`src/rtl/syncfifo_param_if.sv`:
```
// Handshake bundle for syncfifo_param: write side, read side,
// occupancy and status flags.
interface syncfifo_param_if #(
    parameter int DATA_W = 32,
    parameter int DEPTH  = 16
);
    logic                     wen;
    logic [DATA_W-1:0]        wdata;
    logic                     full;
    logic                     almost_full;
    logic                     ren;
    logic [DATA_W-1:0]        rdata;
    logic                     empty;
    logic                     almost_empty;
    logic [$clog2(DEPTH):0]   count;
    logic                     overflow;
    logic                     underflow;

    modport master (
        output wen, wdata, ren,
        input  full, almost_full, rdata, empty, almost_empty,
        input  count, overflow, underflow
    );

    modport slave (
        input  wen, wdata, ren,
        output full, almost_full, rdata, empty, almost_empty,
        output count, overflow, underflow
    );
endinterface

```
`src/rtl/syncfifo_param.sv`:
```
// Parametrised single-clock FIFO with count, thresholds and error pulses.
// Define SYNCFIFO_FWFT_EN for first-word-fall-through reads.
module syncfifo_param #(
    parameter int DATA_W   = 32,
    parameter int DEPTH    = 16,
    parameter int AF_LEVEL = DEPTH - 2,
    parameter int AE_LEVEL = 2
) (
    input  logic              clk,
    input  logic              rstn,
    syncfifo_param_if.slave   fifo
);
    localparam int AW = $clog2(DEPTH);
    localparam int PW = AW + 1;

    logic [DATA_W-1:0] mem_q [DEPTH];
    logic [PW-1:0]     wr_ptr_q, wr_ptr_d;
    logic [PW-1:0]     rd_ptr_q, rd_ptr_d;
    logic [PW-1:0]     count_w;
    logic              full_w, empty_w;
    logic              wr_acc, rd_acc;
    logic              overflow_q, overflow_d;
    logic              underflow_q, underflow_d;

    // Wrap bit makes the modulo difference distinguish full from empty
    assign count_w = wr_ptr_q - rd_ptr_q;
    assign full_w  = (count_w == PW'(DEPTH));
    assign empty_w = (count_w == '0);

    assign wr_acc = fifo.wen && !full_w;
    assign rd_acc = fifo.ren && !empty_w;

    always_comb begin
        wr_ptr_d    = wr_ptr_q;
        rd_ptr_d    = rd_ptr_q;
        overflow_d  = fifo.wen && full_w;
        underflow_d = fifo.ren && empty_w;
        if (wr_acc) wr_ptr_d = wr_ptr_q + PW'(1);
        if (rd_acc) rd_ptr_d = rd_ptr_q + PW'(1);
    end

    always_ff @(posedge clk or negedge rstn) begin
        if (!rstn) begin
            wr_ptr_q    <= '0;
            rd_ptr_q    <= '0;
            overflow_q  <= 1'b0;
            underflow_q <= 1'b0;
        end else begin
            wr_ptr_q    <= wr_ptr_d;
            rd_ptr_q    <= rd_ptr_d;
            overflow_q  <= overflow_d;
            underflow_q <= underflow_d;
        end
    end

    always_ff @(posedge clk) begin
        if (wr_acc) mem_q[wr_ptr_q[AW-1:0]] <= fifo.wdata;
    end

`ifdef SYNCFIFO_FWFT_EN
    assign fifo.rdata = mem_q[rd_ptr_q[AW-1:0]];
`else
    logic [DATA_W-1:0] rdata_q;

    always_ff @(posedge clk or negedge rstn) begin
        if (!rstn) begin
            rdata_q <= '0;
        end else if (rd_acc) begin
            rdata_q <= mem_q[rd_ptr_q[AW-1:0]];
        end
    end

    assign fifo.rdata = rdata_q;
`endif

    assign fifo.count        = count_w;
    assign fifo.full         = full_w;
    assign fifo.empty        = empty_w;
    assign fifo.almost_full  = (count_w >= PW'(AF_LEVEL));
    assign fifo.almost_empty = (count_w <= PW'(AE_LEVEL));
    assign fifo.overflow     = overflow_q;
    assign fifo.underflow    = underflow_q;
endmodule

```
`src/flat_wrapper.sv`:
```
// flat-port wrapper written by rule: the top's interface ports become plain ports
module syncfifo_param_flat 
#(
    parameter int DATA_W   = 32,
    parameter int DEPTH    = 16,
    parameter int AF_LEVEL = DEPTH - 2,
    parameter int AE_LEVEL = 2
)
  (clk, rstn, fifo_wen, fifo_wdata, fifo_ren, fifo_full, fifo_almost_full, fifo_rdata, fifo_empty, fifo_almost_empty, fifo_count, fifo_overflow, fifo_underflow);
  syncfifo_param_if #(.DATA_W(DATA_W), .DEPTH(DEPTH)) fifo_i ();
  input  logic clk;
  input  logic rstn;
  input wire logic [$bits(fifo_i.wen)-1:0] fifo_wen;
  input wire logic [$bits(fifo_i.wdata)-1:0] fifo_wdata;
  input wire logic [$bits(fifo_i.ren)-1:0] fifo_ren;
  output wire logic [$bits(fifo_i.full)-1:0] fifo_full;
  output wire logic [$bits(fifo_i.almost_full)-1:0] fifo_almost_full;
  output wire logic [$bits(fifo_i.rdata)-1:0] fifo_rdata;
  output wire logic [$bits(fifo_i.empty)-1:0] fifo_empty;
  output wire logic [$bits(fifo_i.almost_empty)-1:0] fifo_almost_empty;
  output wire logic [$bits(fifo_i.count)-1:0] fifo_count;
  output wire logic [$bits(fifo_i.overflow)-1:0] fifo_overflow;
  output wire logic [$bits(fifo_i.underflow)-1:0] fifo_underflow;
  assign fifo_i.wen = fifo_wen;
  assign fifo_i.wdata = fifo_wdata;
  assign fifo_i.ren = fifo_ren;
  assign fifo_full = fifo_i.full;
  assign fifo_almost_full = fifo_i.almost_full;
  assign fifo_rdata = fifo_i.rdata;
  assign fifo_empty = fifo_i.empty;
  assign fifo_almost_empty = fifo_i.almost_empty;
  assign fifo_count = fifo_i.count;
  assign fifo_overflow = fifo_i.overflow;
  assign fifo_underflow = fifo_i.underflow;
  syncfifo_param #(.DATA_W(DATA_W), .DEPTH(DEPTH), .AF_LEVEL(AF_LEVEL), .AE_LEVEL(AE_LEVEL)) u_core (.clk(clk), .rstn(rstn), .fifo(fifo_i));
endmodule
```
`config.mk`:
```
export PLATFORM = sky130hd
export DESIGN_NAME = syncfifo_param_flat
export DESIGN_NICKNAME = d
export VERILOG_FILES = /design/src/rtl/syncfifo_param_if.sv /design/src/rtl/syncfifo_param.sv /design/src/flat_wrapper.sv
export SDC_FILE = /design/constraint.sdc
export NUM_CORES = 1
export LEC_CHECK = 0
export ABC_AREA = 1
export BUFFER_PORTS_ARGS = -buffer_cell sky130_fd_sc_hd__buf_2
export CORE_ASPECT_RATIO = 1.75
export CORE_MARGIN = 8
export CORE_UTILIZATION = 45
export CTS_BUF_LIST = sky130_fd_sc_hd__clkbuf_8
export CTS_CLUSTER_SIZE = 28
export DETAILED_ROUTE_END_ITERATION = 10
export GPL_TIMING_DRIVEN = 0
export PLACE_DENSITY = 0.68
export RECOVER_POWER = 100
export SETUP_SLACK_MARGIN = 0.2
export SYNTH_ARGS = -nofsm -noshare
export SYNTH_HDL_FRONTEND = slang
export SYNTH_SLANG_ARGS = --single-unit
```
`constraint.sdc`:
```
create_clock -name clk -period 4.9 [get_ports clk]
set_input_delay 0.245 -clock clk [delete_from_list [all_inputs] [get_ports clk]]
set_output_delay 0.245 -clock clk [all_outputs]
set_load 0.005 [all_outputs]
```
* Word-level counts from Yosys, hierarchy flattened *
Memories as Yosys holds them, arrays and structs flattened. A register that Yosys moved wholly into a read port is not among the register bits.
Cells that the tools add are included.

cells by class
  add/sub/neg operators = 3
  $mul = 0
  divide/modulo/power cells = 0
  $lt $le $gt $ge = 2
  eq/ne operators = 1
  shift-type cells = 0
  mux-type cells = 2
  bitwise gates (word level) = 0
  reductions and logical operators = 8

operators with widths
  kind                 number
  $add 5x1->5 const B  2
  $eq 5x5->1 const B   1
  $ge 5x4->1 const B   1
  $le 5x2->1 const B   1
  $logic_not 5->1      1
  $sub 5x5->5          1
  $logic_and 1x1->1    4
  $logic_not 1->1      3
  $mux 1               2

storage, ports and cells
  bits in registers = 12
  bits in latches = 0
  memory bits (writable) = 512
  bits in read-only memories = 0
  input bits = 36
  output and inout port bits = 43
  word-level logic and storage cells = 21
  memories = 1

memory list
  name          depth  width  rd ports  clocked after Yosys merged registers in  write ports  line                  RTL
  u_core.mem_q  16     32     1         1                                        1            syncfifo_param.sv:16  logic [DATA_W-1:0] mem_q [DEPTH];

* Longest topological paths before layout *
  word-level depth = 6
  depth in mapped cells = 14
  gate-level depth less buffers = 13

* Worst setup path before layout *
No wires, ideal clock.

  path kind = register to register
  from = register u_core.rd_ptr_q[1]
  to = memory u_core.mem_q[11][0], enable pin
  library setup time = 421 ps
  arrival = 3306 ps
  data required time = 4479 ps
  slack = 1173 ps
  stages on the path, launching flop included = 13
  path buffers = 3
  period minus slack after synthesis = 3727 ps
  path through = dfrtp_1 > buf_2 > inv_1 > buf_2 > buf_2 > fa_1 > nand3_1 > nand3_1 > nand2_2 > inv_1 > nand3_4 > nand2_1 > nor2_1

on the way
  longest elaborated chain between the ends = 6

ends and longest elaborated chain
  item                          line                  RTL
  start, declared               syncfifo_param.sv:18  logic [PW-1:0] rd_ptr_q, rd_ptr_d;
  start signal, assigned        syncfifo_param.sv:50  rd_ptr_q <= rd_ptr_d;
  $sub 5x5->5                   syncfifo_param.sv:26  assign count_w = wr_ptr_q - rd_ptr_q;
  net fifo_count[4]             flat_wrapper.sv:21    output wire logic [$bits(fifo_i.count)-1:0] fifo_count;
  $eq 5x5->1                    syncfifo_param.sv:27  assign full_w = (count_w == PW'(DEPTH));
  $logic_not 1->1               syncfifo_param.sv:30  assign wr_acc = fifo.wen && !full_w;
  $logic_and 1x1->1             syncfifo_param.sv:30
  $mux 1                        syncfifo_param.sv:57  if (wr_acc) mem_q[wr_ptr_q[AW-1:0]] <= fifo.wdata;
  $mux 1 (not written as such)  syncfifo_param.sv:57
  end, declared                 syncfifo_param.sv:16

The timed path passes the listed nets, and every way through them passes these cells.

* Final worst setup path *
  from = register u_core.rd_ptr_q[1]
  to = register u_core.rdata_q[19] (netlist: u_core.fifo.rdata[19]), read port of u_core.mem_q

on the way
  longest elaborated chain between the ends = 4

ends and longest elaborated chain
  item               line                  RTL
  $sub 5x5->5        syncfifo_param.sv:26
  $logic_not 5->1    syncfifo_param.sv:28  assign empty_w = (count_w == '0);
  $logic_not 1->1    syncfifo_param.sv:31  assign rd_acc = fifo.ren && !empty_w;
  $logic_and 1x1->1  syncfifo_param.sv:31
  end, declared      syncfifo_param.sv:63  logic [DATA_W-1:0] rdata_q;

Parallel ways exist; a longest one is shown, timed or not.
A chain may end at the register's enable or synchronous reset.

==> impl_metrics.py <==
metrics = {
    "logic_synthesis": {
        "yosysWarningCount": 0,
        "post-synth-top-area-fraction_pct": 62.6,
        "syn_area_per_cell_um2": 9.90,
        "synth_area_leader_cell": "edfxtp_1",
        "synth_top_cells_by_area": "edfxtp_1 (63%), nand2_1 (13%), inv_1 (7.7%)",
        "syn_area_um2": 24600,
        "synthesis.nets": 2528,
        "library_cells_used_by_synthesis": 26,
        "synth_sequential_area_ratio_pct": 67.0,
        "post_synth_inst_count": 2482,
        "post_synthesis_sequential_element_count": 556,
    },
    "cells_and_area": {
        "area_delta_synth_final_pct": 13.3,
        "most_frequent_cells_in_the_layout": "nand2_1 (884), inv_1 (527), edfxtp_1 (512)",
        "layout.core_utilization_pct": 51.4,
        "drive_above_1_share_pct": 8.61,
        "layoutNonFillerInstCount": 3432,
        "layout.nets": 2731,
        "layout_commonest_cell": "nand2_1",
    },
    "cts": {
        "h-tree-depth": 3,
        "cts_resized": 0,
        "clkSlewWorstSetupHoldPaths_ps": 70,
        "worst_skew_late_latency_ps": 650,
        "cts-buffers-inserted": 74,
        "cts-root-buf": "clkbuf_8",
        "cts_tree": "yes",
        "numClockSinks": 556,
        "cts_buffer_depth": 3,
    },
    "power_and_ir_drop": {
        "worst_ir_drop_vdd_mv": 0.326,
        "pd_cells_nw_per_um2": 548,
        "internal_power_mw": 9.08,
        "total_power_mw": 15.3,
        "net-switching-power_mw": 6.20,
        "seq_power_share_pct": 39.2,
        "clkPwrFrac_pct": 21.7,
        "p_comb_share_pct": 39.1,
        "power_switching_share_pct": 40.6,
        "cellLeakagePower_nw": 12.6,
    },
    "critical_path": {
        "critical_path_peak_fanout": 11,
        "critical_path.max_stage_delay_ps": 690,
        "crit_path_cell_trace": "clkbuf_1 -> inv_1 -> buf_2 -> clkbuf_1 -> fa_1 -> nor2_1 -> nand4_4 -> nand2_1 -> clkbuf_1 -> nand2_1 -> nand2_1",
        "cp.required_ps": 5470,
        "critPathSlowestCell": "clkbuf_1",
        "critPathKind": "register to register",
        "arrival_ps": 4970,
        "worstSetupStartpointType": "register",
        "critical_path.endpoint_type": "register",
    },
    "floorplanning": {
        "core_ar_um2": 54200,
        "die_width_um": 193,
        "dieHeight_um": 325,
        "floorplan.die_area_um2": 62600,
        "initial_core_util_pct": 45.4,
        "io-pin-count": 79,
        "placement_rows": 113,
    },
    "timing": {
        "min_period_ps": 4410,
        "fin_crit_sh_pct": 89.9,
        "fin_skew_ps": 30.1,
        "max_slew_margin_pct": -112,
        "slew_viol_final": 45,
        "rsz0062_at_grt": "false",
        "finalHoldViolations": 0,
        "timing.fmax_ghz": 0.227,
        "worstMarginPinSlew_ps": 3180,
        "setup_violations": 0,
    },
    "placed_design": {
        "place_hpwl_um": 47200,
        "placed_cells_incl_taps": 3265,
        "portBuffers": 77,
        "final_wtd_congestion": 0.861,
    },
    "routing": {
        "drt-vias-per-instance": 5.16,
        "drc_errors": 0,
        "drtIter0Drc": 1565,
        "routedWlPerCell_um": 20.1,
        "dr.pass1.iters": 6,
        "totalWireLength_um": 69000,
        "drt.antenna.violating_nets": 0,
        "vias": 17707,
    },
    "flow_run": {
        "max_cap_viol_count": 1,
    },
    "grt": {
        "antenna_found_initial": 1,
        "grt-ovfl-total": 0,
        "grt_usage_pct": 22.0,
        "grt_start_max_net_pins": 45,
        "first_pass_grt_wire_length_um": 103000,
        "first_global_vias": 17727,
    },
    "run_status": {
        "violations": "max-capacitance violations, max-slew violations",
        "status": "complete, but fails checks",
    },
    "hold_path": {
        "hold_class": "primary input to register",
    },
}
-- worst paths after layout --
check	from	endpoint	slack, ps	cells past startpoint
worst max-delay path	u_core.rd_ptr_q[1]	u_core.fifo.rdata[19]	490	11
worst min-delay path	fifo_wdata[31]	u_core.mem_q[1][31]	260	1
worst max register to register	u_core.rd_ptr_q[1]	u_core.fifo.rdata[19]	490	11
worst min register to register	u_core.fifo.rdata[9]	u_core.fifo.rdata[9]	470	2
max in group asynchronous	rstn	u_core.fifo.rdata[22]	1890	2
min in group asynchronous	rstn	u_core.wr_ptr_q[3]	1200	2
-- cell usage after synthesis --
cell type / number
fa_1: 1
xor2_2: 1
buf_2: 77
dfrtp_1: 44
a21oi_1: 3
nor2_1: 14
edfxtp_1: 512
buf_6: 1
xor2_1: 5
inv_2: 3
buf_12: 1
buf_8: 1
clkbuf_1: 22
nand4_4: 1
ha_1: 9
nand3_2: 8
buf_1: 8
o21ai_0: 1
nand3_1: 363
inv_1: 505
nand3_4: 1
nand2_1: 882
nor2_2: 11
nand2_4: 2
nand2_2: 1
buf_4: 5
-- flip-flops by register name (all words and copies together), names as in the netlist --
| name | flops |
|---|---|
| u_core.fifo.rdata | 32 |
| u_core.rd_ptr_q | 5 |
| u_core.mem_q | 512 |
| u_core.wr_ptr_q | 5 |
| u_core.fifo.underflow | 1 |
| u_core.fifo.overflow | 1 |
-- critical path, delay by kind of cell, from the launching register on --
family | cells | cell delay [ps]
flip-flops | 1 | 400
buffers and inverters | 5 | 1950
adder cells (fa/ha/maj) | 1 | 590
AND/OR/NAND/NOR | 5 | 1370
-- stage by stage --
stage          TNS [ps]  hold slack (ps)  instance area [um2]  setup slack, ps
6_report              0              259                27800              493
5_1_grt               0              270                27800              350
4_1_cts               0             2.51                28000              775
3_5_place_dp          0              454                26300              830
3_3_place_gp    -194700              450                25800            -1090
2_1_floorplan         0            -50.6                24600             1170
-- cell families after synthesis --
| logic type | Yosys count | share of synthesized area, % |
|---|---|---|
| simple gates | 1283 | 22.0 |
| fa+ha+maj | 10 | 0.540 |
| compound gates | 4 | 0.0814 |
| xor+xnor | 6 | 0.244 |
| buf+inv | 623 | 10.1 |
| flops | 556 | 67.0 |
-- final cells by class --
cell class	count	area, um2
plain buffers	115	568
clock buffers	78	1070
well taps	690	863
diodes	1	2.50
repair buffers	127	1020
clock inverters	54	294
flip-flops and latches	556	16500
fillers	4683	26300
multi-input cells	1303	5650
inverters	508	1910
-- metal layers --
layer	vias to the layer above	part of all wire (%)	GRT usage [%]
li1	8204	-	-
met1	8463	35	23.2
met2	800	53	39.3
met3	240	6.5	3.76
met4	0	6.4	14.3
met5	-	0	0
-- power by group through the flow --
stage	Combinational, mW	Sequential (mW)	Clock, mW
2_1_floorplan	3.62	6.05	0
3_3_place_gp	5.69	6.08	0
3_5_place_dp	5.99	6.08	0
4_1_cts	6.04	5.98	3.36
5_1_grt	6.53	6.03	3.54
6_report	5.97	5.99	3.32
-- timing repair --
| action | in CTS | in global routing |
|---|---|---|
| hold buffers | 34 | 0 |
| setup buffers | 0 | 0 |
| endpoints found under the hold margin | 546 | 0 |
(Power assumes the default switching activity.)
